**src/rtl/sc_dmem_pkg.sv**
```systemverilog
// Shared types and constants for the data-memory arbiter.
//   arb_state_e     : arbiter FSM states
//   DefStarveLimit  : default number of CPU-busy WAIT cycles before the CPU is stalled
//   GrantW          : width of the completed-external-access counter
package sc_dmem_pkg;

  typedef enum logic [1:0] {
    StIdle  = 2'd0,
    StWait  = 2'd1,
    StServe = 2'd2
  } arb_state_e;

  localparam int unsigned DefStarveLimit = 8;
  localparam int unsigned GrantW         = 16;

endpackage

```
**src/rtl/sc_wait_counter.sv**
```systemverilog
// Counts CPU-busy cycles spent waiting for the data-memory port.
//   clk, rst : clock and asynchronous active-high reset
//   clr_i    : restart the count at zero (takes priority over inc_i)
//   inc_i    : one more CPU-busy wait cycle
//   limit_o  : count has reached STARVE_LIMIT-1, so this busy cycle is the last one tolerated
module sc_wait_counter
  import sc_dmem_pkg::*;
#(
  parameter int unsigned STARVE_LIMIT = DefStarveLimit
) (
  input  logic clk,
  input  logic rst,
  input  logic clr_i,
  input  logic inc_i,
  output logic limit_o
);

  logic [7:0] wait_cnt_q, wait_cnt_d;

  always_comb begin
    wait_cnt_d = wait_cnt_q;
    if (clr_i) begin
      wait_cnt_d = 8'd0;
    end else if (inc_i) begin
      wait_cnt_d = wait_cnt_q + 8'd1;
    end
  end

  always_ff @(posedge clk or posedge rst) begin
    if (rst) begin
      wait_cnt_q <= 8'd0;
    end else begin
      wait_cnt_q <= wait_cnt_d;
    end
  end

  assign limit_o = (wait_cnt_q == 8'(STARVE_LIMIT - 1));

endmodule

```
**src/rtl/sc_dmem_arbiter.sv**
```systemverilog
// Shares one single-cycle data-memory port between the CPU and an external requester
// (loader/debug). The CPU has priority; the external side gets the port on any cycle the CPU
// leaves it idle, and after STARVE_LIMIT busy cycles the CPU is stalled for one cycle so the
// external access is guaranteed to complete.
//   clk, rst                      : clock, asynchronous active-high reset
//   cpu_addr/wdata/we/re          : CPU access request
//   cpu_rdata, cpu_stall          : CPU load data, one-cycle freeze
//   ext_req/we/addr/wdata         : external request (held until ext_ack)
//   ext_ack, ext_rdata            : external completion pulse and read data
//   mem_addr/wdata/we, mem_rdata  : memory port (read data combinational)
//   grant_count                   : completed external accesses (wraps)
module sc_dmem_arbiter
  import sc_dmem_pkg::*;
#(
  parameter int unsigned STARVE_LIMIT = DefStarveLimit,
  parameter int unsigned DATA_W       = 32
) (
  input  logic              clk,
  input  logic              rst,
  input  logic [DATA_W-1:0] cpu_addr,
  input  logic [DATA_W-1:0] cpu_wdata,
  input  logic              cpu_we,
  input  logic              cpu_re,
  output logic [DATA_W-1:0] cpu_rdata,
  output logic              cpu_stall,
  input  logic              ext_req,
  input  logic              ext_we,
  input  logic [DATA_W-1:0] ext_addr,
  input  logic [DATA_W-1:0] ext_wdata,
  output logic              ext_ack,
  output logic [DATA_W-1:0] ext_rdata,
  output logic [DATA_W-1:0] mem_addr,
  output logic [DATA_W-1:0] mem_wdata,
  output logic              mem_we,
  input  logic [DATA_W-1:0] mem_rdata,
  output logic [GrantW-1:0] grant_count
);

  arb_state_e        state_q, state_d;
  logic [GrantW-1:0] grant_count_q, grant_count_d;
  logic              cpu_busy;
  logic              ext_own;
  logic              cnt_clr, cnt_inc, cnt_limit;

  assign cpu_busy = cpu_re | cpu_we;

  sc_wait_counter #(
    .STARVE_LIMIT(STARVE_LIMIT)
  ) u_wait_counter (
    .clk    (clk),
    .rst    (rst),
    .clr_i  (cnt_clr),
    .inc_i  (cnt_inc),
    .limit_o(cnt_limit)
  );

  always_comb begin
    state_d   = state_q;
    ext_own   = 1'b0;
    ext_ack   = 1'b0;
    cpu_stall = 1'b0;
    cnt_clr   = 1'b0;
    cnt_inc   = 1'b0;
    unique case (state_q)
      StIdle: begin
        // The request's first cycle is never granted; it only arms the wait counter.
        if (ext_req) begin
          state_d = StWait;
          cnt_clr = 1'b1;
        end
      end
      StWait: begin
        if (!ext_req) begin
          // Abandoned: leave the port with the CPU so nothing external is written.
          state_d = StIdle;
        end else if (!cpu_busy) begin
          ext_own = 1'b1;
          ext_ack = 1'b1;
          state_d = StIdle;
        end else begin
          cnt_inc = 1'b1;
          if (cnt_limit) begin
            state_d = StServe;
          end
        end
      end
      StServe: begin
        ext_own   = 1'b1;
        ext_ack   = 1'b1;
        cpu_stall = 1'b1;
        state_d   = StIdle;
      end
      default: begin
        state_d = StIdle;
      end
    endcase
  end

  // A CPU store in SERVE never reaches the port because the external side owns it.
  assign mem_addr  = ext_own ? ext_addr : cpu_addr;
  assign mem_wdata = ext_own ? ext_wdata : cpu_wdata;
  assign mem_we    = ~rst & (ext_own ? ext_we : cpu_we);
  assign cpu_rdata = mem_rdata;
  assign ext_rdata = mem_rdata;

  assign grant_count_d = grant_count_q + GrantW'(ext_ack);
  assign grant_count   = grant_count_q;

  always_ff @(posedge clk or posedge rst) begin
    if (rst) begin
      state_q       <= StIdle;
      grant_count_q <= '0;
    end else begin
      state_q       <= state_d;
      grant_count_q <= grant_count_d;
    end
  end

endmodule

```
**config.mk**
```make
export PLATFORM = sky130hd
export DESIGN_NAME = sc_dmem_arbiter
export DESIGN_NICKNAME = d
export VERILOG_FILES = /design/src/rtl/sc_dmem_pkg.sv /design/src/rtl/sc_wait_counter.sv /design/src/rtl/sc_dmem_arbiter.sv
export SDC_FILE = /design/constraint.sdc
export NUM_CORES = 1
export LEC_CHECK = 0
export CAP_MARGIN = 25
export CORE_AREA = 2 2 122 124
export CTS_BUF_LIST = sky130_fd_sc_hd__clkbuf_8
export CTS_CLUSTER_SIZE = 14
export DETAILED_ROUTE_END_ITERATION = 16
export DIE_AREA = 0 0 124 126
export REMOVE_ABC_BUFFERS = 1
export SYNTH_ARGS = -nofsm -noshare
export SYNTH_HDL_FRONTEND = slang
export SYNTH_HIERARCHICAL = 1
export SYNTH_SLANG_ARGS = --single-unit
```
**constraint.sdc**
```tcl
create_clock -name clk -period 2.03 [get_ports clk]
set_input_delay 0.609 -clock clk [delete_from_list [all_inputs] [get_ports clk]]
set_output_delay 0.609 -clock clk [all_outputs]
set_load 0.02 [all_outputs]
```
==> summary.txt <==
==============================================================================
Result of the run                                                 finished with violations
Violated checks                                                   setup timing
Worst Hold Margin                                                     0.497 ns
Unrepaired setup endpoints after global routing                            yes
Hold violation total from the final report                                   0
Slew of the pin with the lowest slew margin                           0.474 ns
Diode count                                                                  0
Total grt overflow                                                           0
Antenna viol nets, final                                                     0
Clk sink count                                                              26
Min-delay src                                                     grant_count[4]$_DFF_PP0_
Area of the die                                                     0.0156 mm2
Number of port buffers                                                     216
Cell types occupying the most area after synthesis                sky130_fd_sc_hd__mux2_4 27%, sky130_fd_sc_hd__dfrtp_1 24%, sky130_fd_sc_hd__buf_4 18%
Antenna violations before repair                                             0
First-pass DRT Iterations                                                    4
Critical path fanouts, max                                                  14
PwrDens                                                             450 mW/mm2
Data arrival, critical path                                            1.98 ns
Total number of vias                                                     2,610
Max Clock Skew                                                      0.00548 ns
Max cap viols                                                                0
Most common cell type on the critical path                        sky130_fd_sc_hd__buf_12
Final setup violation count                                                 79
Kind of launch point of the worst setup path                      primary input
Final Wtd Congestion                                                     0.929
Final worst-path setup slack                                         -0.563 ns
Slowest CP cell                                                   sky130_fd_sc_hd__mux2_4
Most common library cells after synthesis                         65 x sky130_fd_sc_hd__buf_4, 49 x sky130_fd_sc_hd__mux2_4, 26 x sky130_fd_sc_hd__dfrtp_1
Starting Density                                                         19.0%
Wire length of the first global-routing pass                         16,800 um
Sequence of cells on the critical path                            dlygate4sd2_1 > nand2_4 > nor3_4 > o21ai_4 > buf_12 > buf_12 > mux2_4 > buf_2
Buffer type at the clock tree root                                sky130_fd_sc_hd__clkbuf_8
Clock tree from TritonCTS                                                  yes
Class of the most critical hold timing path                            reg2reg
DRT iter0 DRCs                                                              97
Met3 WL post-DR                                                        1960 um
Cell accounting for the most synthesized area                     sky130_fd_sc_hd__mux2_4
Min Tclk post-route                                                    2.59 ns
DR WL met2                                                             5680 um
Post-synthesis async set-or-reset flop share                              100%
Number of synthesized flops with an enable pin                               0
Layout Cell Area excl Fill                                         0.00516 mm2
Data required, critical path                                           1.42 ns
Worst rel slew slack                                                     68.1%
Number of synthesis warnings                                                 6
CP top delay family                                               buffers and inverters
Most used flip-flop cell after synthesis                          sky130_fd_sc_hd__dfrtp_1
Post-route DRC                                                               0
Vias in the first global route                                           2,661
H-tree lvl count                                                             1
Number of buffers on the longest clock path                                  2
Clock network latency to the later pin of the worst-skew pair          0.26 ns
Footprint of the multi-input gates                                 0.00165 mm2
Die width                                                               124 um
Vertical die dimension                                                  126 um
Largest stage delay, worst path                                        0.31 ns
Overall routing resource usage                                           14.4%
Category of the most critical setup path                                in2out
Total cell area at the placement stage                             0.00481 mm2
Maximum operating frequency                                            386 MHz
Area growth syn-to-layout                                                89.7%
Fraction of layout instances using a drive strength above 1              45.1%
Pins Over Slew Limit                                                         0
M1 WL                                                                  4710 um
Reg2Reg Launch Point                                              state_q[1]$_DFFE_PP0P_
Buffering stage count on the worst path with inverters included              4
Flip-flop and latch count after synthesis                                   26
Worst Setup SP                                                         ext_req
Cells after synthesis                                                      256
Post-detailed-route wirelength per cell                                20.2 um
Average footprint of a synthesized cell                               10.6 um2
Area share of the largest cell type after synthesis                      27.0%
Critical Path Sink Type                                            output port
Filler cell count                                                        1,423
Max VDD drop                                                          0.254 mV
Total number of placement rows                                              44
Sum of routed wire length over all layers                            12,500 um
Pin count of the biggest net entering global routing                        21
Inserted Clock Buffers                                                       3
Uppermost layer routed                                                    met4
Number of nets at the end of the flow                                      610
Post-cts hold buffer count                                                   0
I/O pin cnt                                                                313
Most frequent cell after synthesis                                sky130_fd_sc_hd__buf_4
Share of synthesized area occupied by flip-flops and latches             23.9%
Final critical-path share of the clock period                             128%
Placed wire-length estimate                                          10,000 um
Power consumption                                                      2.32 mW
Via-to-Cell Ratio                                                         4.20
Leakage                                                                2.46 nW
Yosys cell types                                                            27
Core area                                                           0.0143 mm2
CTS clk-pin slew, worst paths                                          0.09 ns
Area taken by flip-flops and latches                                   651 um2
Synthesized cell area                                              0.00272 mm2
==============================================================================
where the power goes:
| part | leakage, nW | internal [mW] | switching, mW |
|---|---|---|---|
| Clock | 0.0288 | 0.173 | 0.156 |
| Combinational | 2.07 | 0.801 | 0.543 |
| Sequential | 0.357 | 0.571 | 0.0777 |
| Total | 2.46 | 1.55 | 0.777 |
per-stage QoR:
step           setup WS, ns  setup TNS, ns  instances  utilization [%]
2_1_floorplan         -5.07        -349.05        183                -
3_3_place_gp          -1.21         -88.39        610             33.6
3_5_place_dp          -1.20         -88.27        610             33.6
4_1_cts              -0.617         -40.16        617             34.7
5_1_grt              -0.640         -44.98        621             36.0
6_report             -0.563         -38.01        621             36.0
cell type report:
class / instances / area share [%]
Clock buffer: 4 / 1.07
Timing Repair Buffer: 250 / 49.5
Sequential cell: 26 / 12.6
Multi-Input combinational cell: 151 / 31.9
Inverter: 6 / 0.485
Tap cell: 184 / 4.46
layout by cell type (no fill, tap or decap), types with 5 or more instances in the layout:
| master | n |
|---|---|
| sky130_fd_sc_hd__a21oi_1 | 6 |
| sky130_fd_sc_hd__nor2_1 | 8 |
| sky130_fd_sc_hd__dfrtp_1 | 26 |
| sky130_fd_sc_hd__dlygate4sd2_1 | 7 |
| sky130_fd_sc_hd__buf_6 | 64 |
| sky130_fd_sc_hd__clkdlybuf4s50_1 | 141 |
| sky130_fd_sc_hd__mux2_4 | 51 |
| sky130_fd_sc_hd__xnor2_1 | 9 |
| sky130_fd_sc_hd__nand3_2 | 5 |
| sky130_fd_sc_hd__buf_2 | 9 |
| sky130_fd_sc_hd__xor2_1 | 9 |
| sky130_fd_sc_hd__ha_4 | 5 |
| sky130_fd_sc_hd__mux2_2 | 13 |
| sky130_fd_sc_hd__buf_4 | 20 |
| sky130_fd_sc_hd__nand2_1 | 5 |
flip-flops by register name (all words and copies together) (netlist names):
register,cells
u_wait_counter/wait_cnt_q,8
state_q,2
grant_count,16
kinds of logic after synthesis:
group | after synthesis | synth area share (%)
compound gates | 15 | 3.31
fa+ha+maj | 6 | 2.76
xor+xnor | 18 | 5.80
simple gates | 47 | 8.74
buf+inv | 79 | 21.8
flops | 26 | 23.9
mux | 65 | 33.6
metal layers:
layer / global-route usage [%] / up-vias
met2: 22.9 / 196
met3: 8.56 / 14
li1: - / 1170
met5: 5.59 / -
met4: 3.04 / 0
met1: 16.1 / 1230
worst paths after layout:
path,endpoint,slack (ns),cells after the start
max,mem_wdata[0],-0.56,8
min,grant_count[4]$_DFF_PP0_,0.50,1
max reg2reg,grant_count[15]$_DFF_PP0_,-0.39,16
min reg2reg,grant_count[4]$_DFF_PP0_,0.50,1
max in group asynchronous,grant_count[13]$_DFF_PP0_,0.96,4
min in group asynchronous,u_wait_counter/wait_cnt_q[3]$_DFFE_PP0P_,0.78,3
what timing repair did:
| item | 4_1_cts | 5_1_grt |
|---|---|---|
| gates resized for setup | 383 | 47 |
| buffers inserted | 4 | 2 |
| setup endpoints to repair | 84 | 82 |
| cloned | 0 | 2 |
| pin swaps | 9 | 8 |
Note: power is estimated with default switching activity, not from simulation.
==> RTL edit: new RTL, config.mk and constraints unchanged <==
The 3 states of `arb_state_e` get a one-hot encoding in 3 bits.
--- a/src/rtl/sc_dmem_pkg.sv
+++ b/src/rtl/sc_dmem_pkg.sv
@@ -4,10 +4,10 @@
 //   GrantW          : width of the completed-external-access counter
 package sc_dmem_pkg;
 
-  typedef enum logic [1:0] {
-    StIdle  = 2'd0,
-    StWait  = 2'd1,
-    StServe = 2'd2
+  typedef enum logic [2:0] {
+    StIdle  = 3'b001,
+    StWait  = 3'b010,
+    StServe = 3'b100
   } arb_state_e;
 
   localparam int unsigned DefStarveLimit = 8;
Check against the original RTL: no difference found for any inputs over 10 cycles, from zero or initial values and one cycle with rst high; not proved beyond that.
==> RTL edit against the original RTL <==
  * The flow still finishes with violations (setup timing)
  * Combinational power down 35%
  * Total power down 23%
  * Wire length up 13%
  * Setup slack worse by 52 ps
  * Sequential cell count up 1
  * Final area up 6.6%
  * Area after synthesis down 0.46%
  * Critical path type is now reg -> out
  * Largest power group unchanged
  * Highest routed layer is now met5
==> RTL edit: results (changes against the original RTL) <==
[routing]
wl_per_cell_um = 22.5  ; +11%
drt_pass1_iterations = 4  ; unchanged
first_iter_violations = 78  ; -20%
drc_errors = 0  ; unchanged
vias_per_cell = 4.26  ; +1.3%

[placement]
dp.final_hpwl_um = 11100  ; +11%
buffer_ports.inserted = 216  ; unchanged
place_congestion = 0.840  ; -9.6%

[layout]
number_of_filler_cells_placed_in_the_layout = 1420  ; -0.21%
antenna_cells = 0  ; unchanged
design.final.nets = 614  ; +0.66%
flip_flop_count_of_the_largest_register_all_copies_and_words_added = 16  ; unchanged
final_layout_size_suffix_gt1_share_pct = 47.2  ; +2.1 points

[clocking]
h-tree-depth = 1  ; unchanged
cts_root_buf = sky130_fd_sc_hd__clkbuf_8
clock_latency_ps = 270
cts.path.max_buffers = 2  ; unchanged
numCtsBuffers = 3  ; unchanged
clk_pin_slew_worst_paths_ps = 100

[yosys]
yosys.cell_types.count = 31  ; +15%
synth-compound-area-share_pct = 3.05  ; -0.26 points
share_of_synthesized_area_spent_on_multiplexers_pct = 32.3  ; -1.4 points
yosysWarningCount = 6  ; unchanged
ys.flop_type = sky130_fd_sc_hd__dfrtp_1
synth_common_cells = sky130_fd_sc_hd__buf_4 (65), sky130_fd_sc_hd__mux2_4 (38), sky130_fd_sc_hd__dfrtp_1 (26), sky130_fd_sc_hd__mux2_2 (26), sky130_fd_sc_hd__xor2_1 (13)
synthXorXnorAreaFrac_pct = 5.82  ; +0.027 points
synth_fa_ha_area_share_pct = 1.85  ; -0.91 points
synth.area.top_cells = sky130_fd_sc_hd__dfrtp_1 (24%), sky130_fd_sc_hd__mux2_4 (21%), sky130_fd_sc_hd__buf_4 (18%)
synth-async-reset-ratio_pct = 100  ; unchanged
synth_seq_area_share_pct = 25.0  ; +1.1 points

[sta]
setup_viol = 80  ; +1.3%
timing.max_slew.rel_slack_pct = 61.7  ; -6.4 points
totalNegativeSetupSlack_ps = -36250  ; +1760 ps
postLayoutSetupSlackWorst_ps = -615  ; -51.6 ps
fin_skew_ps = 6.10  ; +0.615 ps

[setup_path]
path_delay_family = flip-flops
worst-endpoint-arrival_ps = 2040  ; +60 ps
crit_path_top_delay_cell = sky130_fd_sc_hd__dfstp_2
maximum_single_stage_delay_on_the_critical_path_ps = 590  ; +280 ps
cp_max_fo = 5  ; -9

[pwr]
power.switching_mw = 0.544  ; -30%
p_leak_nw = 2.75  ; +12%
max-vdd-ir-drop_mv = 0.378  ; +49%

[min_path]
worstHoldPathType = reg -> reg

[grt]
pin_count_of_the_biggest_net_entering_global_routing = 20  ; -4.8%
grt_usage_pct = 16.4  ; +2.1 points
first_global_vias = 2775  ; +4.3%
gr-total-overflow = 0  ; unchanged
grt_antenna_before_repair = 0  ; unchanged
grt_pass1_wl_um = 18800  ; +12%

[outcome]
status = finished, violations left
violations = setup timing

RTL edit: changes by cell type in the layout (fill, tap and decap cells not counted), moves of 5 or more:
cell / delta
sky130_fd_sc_hd__buf_6: +16
sky130_fd_sc_hd__mux2_2: -12
sky130_fd_sc_hd__mux2_4: +12
sky130_fd_sc_hd__dlygate4sd2_1: -7
sky130_fd_sc_hd__dlymetal6s2s_1: +6
sky130_fd_sc_hd__buf_2: -5
sky130_fd_sc_hd__buf_4: -5
sky130_fd_sc_hd__buf_8: +5
RTL edit: final cells by class:
class / count / share of cell area [%]
Clock buffer: 3 / 0.751
Clock inverter: 1 / 0.0910
Inverter: 7 / 0.523
Multi-Input combinational cell: 145 / 31.6
Sequential cell: 27 / 12.3
Tap cell: 184 / 4.18
Timing Repair Buffer: 260 / 50.5
RTL edit: routing by layer:
metal	vias to the layer above	GRT usage [%]	wire length, um
met2	213	24.2	6000
li1	1187	-	-
met1	1254	19.0	5430
met3	14	12.3	2450
met4	2	3.04	163
met5	-	3.62	41
RTL edit: cells by family after synthesis:
logic type                 Yosys count
AOI/OAI and AO/OA                   10
xor gates and xnor gates            18
adders and majority gates            4
buffers and inverters               80
DFF                                 27
muxes                               65
and+or+nand+nor                     48
RTL edit: final timing paths:
path | from | to | slack (ps) | depth (start not counted)
max | state_q[0] | mem_addr[26] | -610 | 8
min | grant_count[15] | grant_count[15] | 470 | 1
max reg2reg | state_q[0] | grant_count[14] | -210 | 13
min reg2reg | grant_count[15] | grant_count[15] | 470 | 1
max in group asynchronous | rst | state_q[0] | 910 | 3
min in group asynchronous | rst | u_wait_counter/wait_cnt_q[7] | 750 | 2
RTL edit: what timing repair did:
item | 4_1_cts | 5_1_grt
pin swaps | 15 | 9
endpoints found under the setup margin | 86 | 88
hold buffers | 0 | 0
resized for setup | 423 | 93
buffers inserted | 19 | 8
cloned | 2 | 0
hold endpoints to repair | 0 | 0
RTL edit: power groups by stage:
stage / Clock, mW / Combinational (mW) / Sequential, mW
3_5_place_dp: 0 / 0.794 / 0.610
5_1_grt: 0.349 / 0.912 / 0.624
6_report: 0.307 / 0.875 / 0.617
3_3_place_gp: 0 / 0.795 / 0.609
4_1_cts: 0.323 / 0.828 / 0.617
2_1_floorplan: 0 / 0.273 / 0.626
RTL edit: through the flow:
step	util [%]	instance area, um2	hold slack [ps]	worst slack [ps]	std cells
global placement	33.0	4730	463	-1260	600
global route	38.4	5500	486	-693	627
finish	38.4	5500	474	-615	627
detailed placement	33.0	4730	465	-1270	600
floorplan	-	2140	425	-1780	179
CTS	36.6	5240	476	-720	625
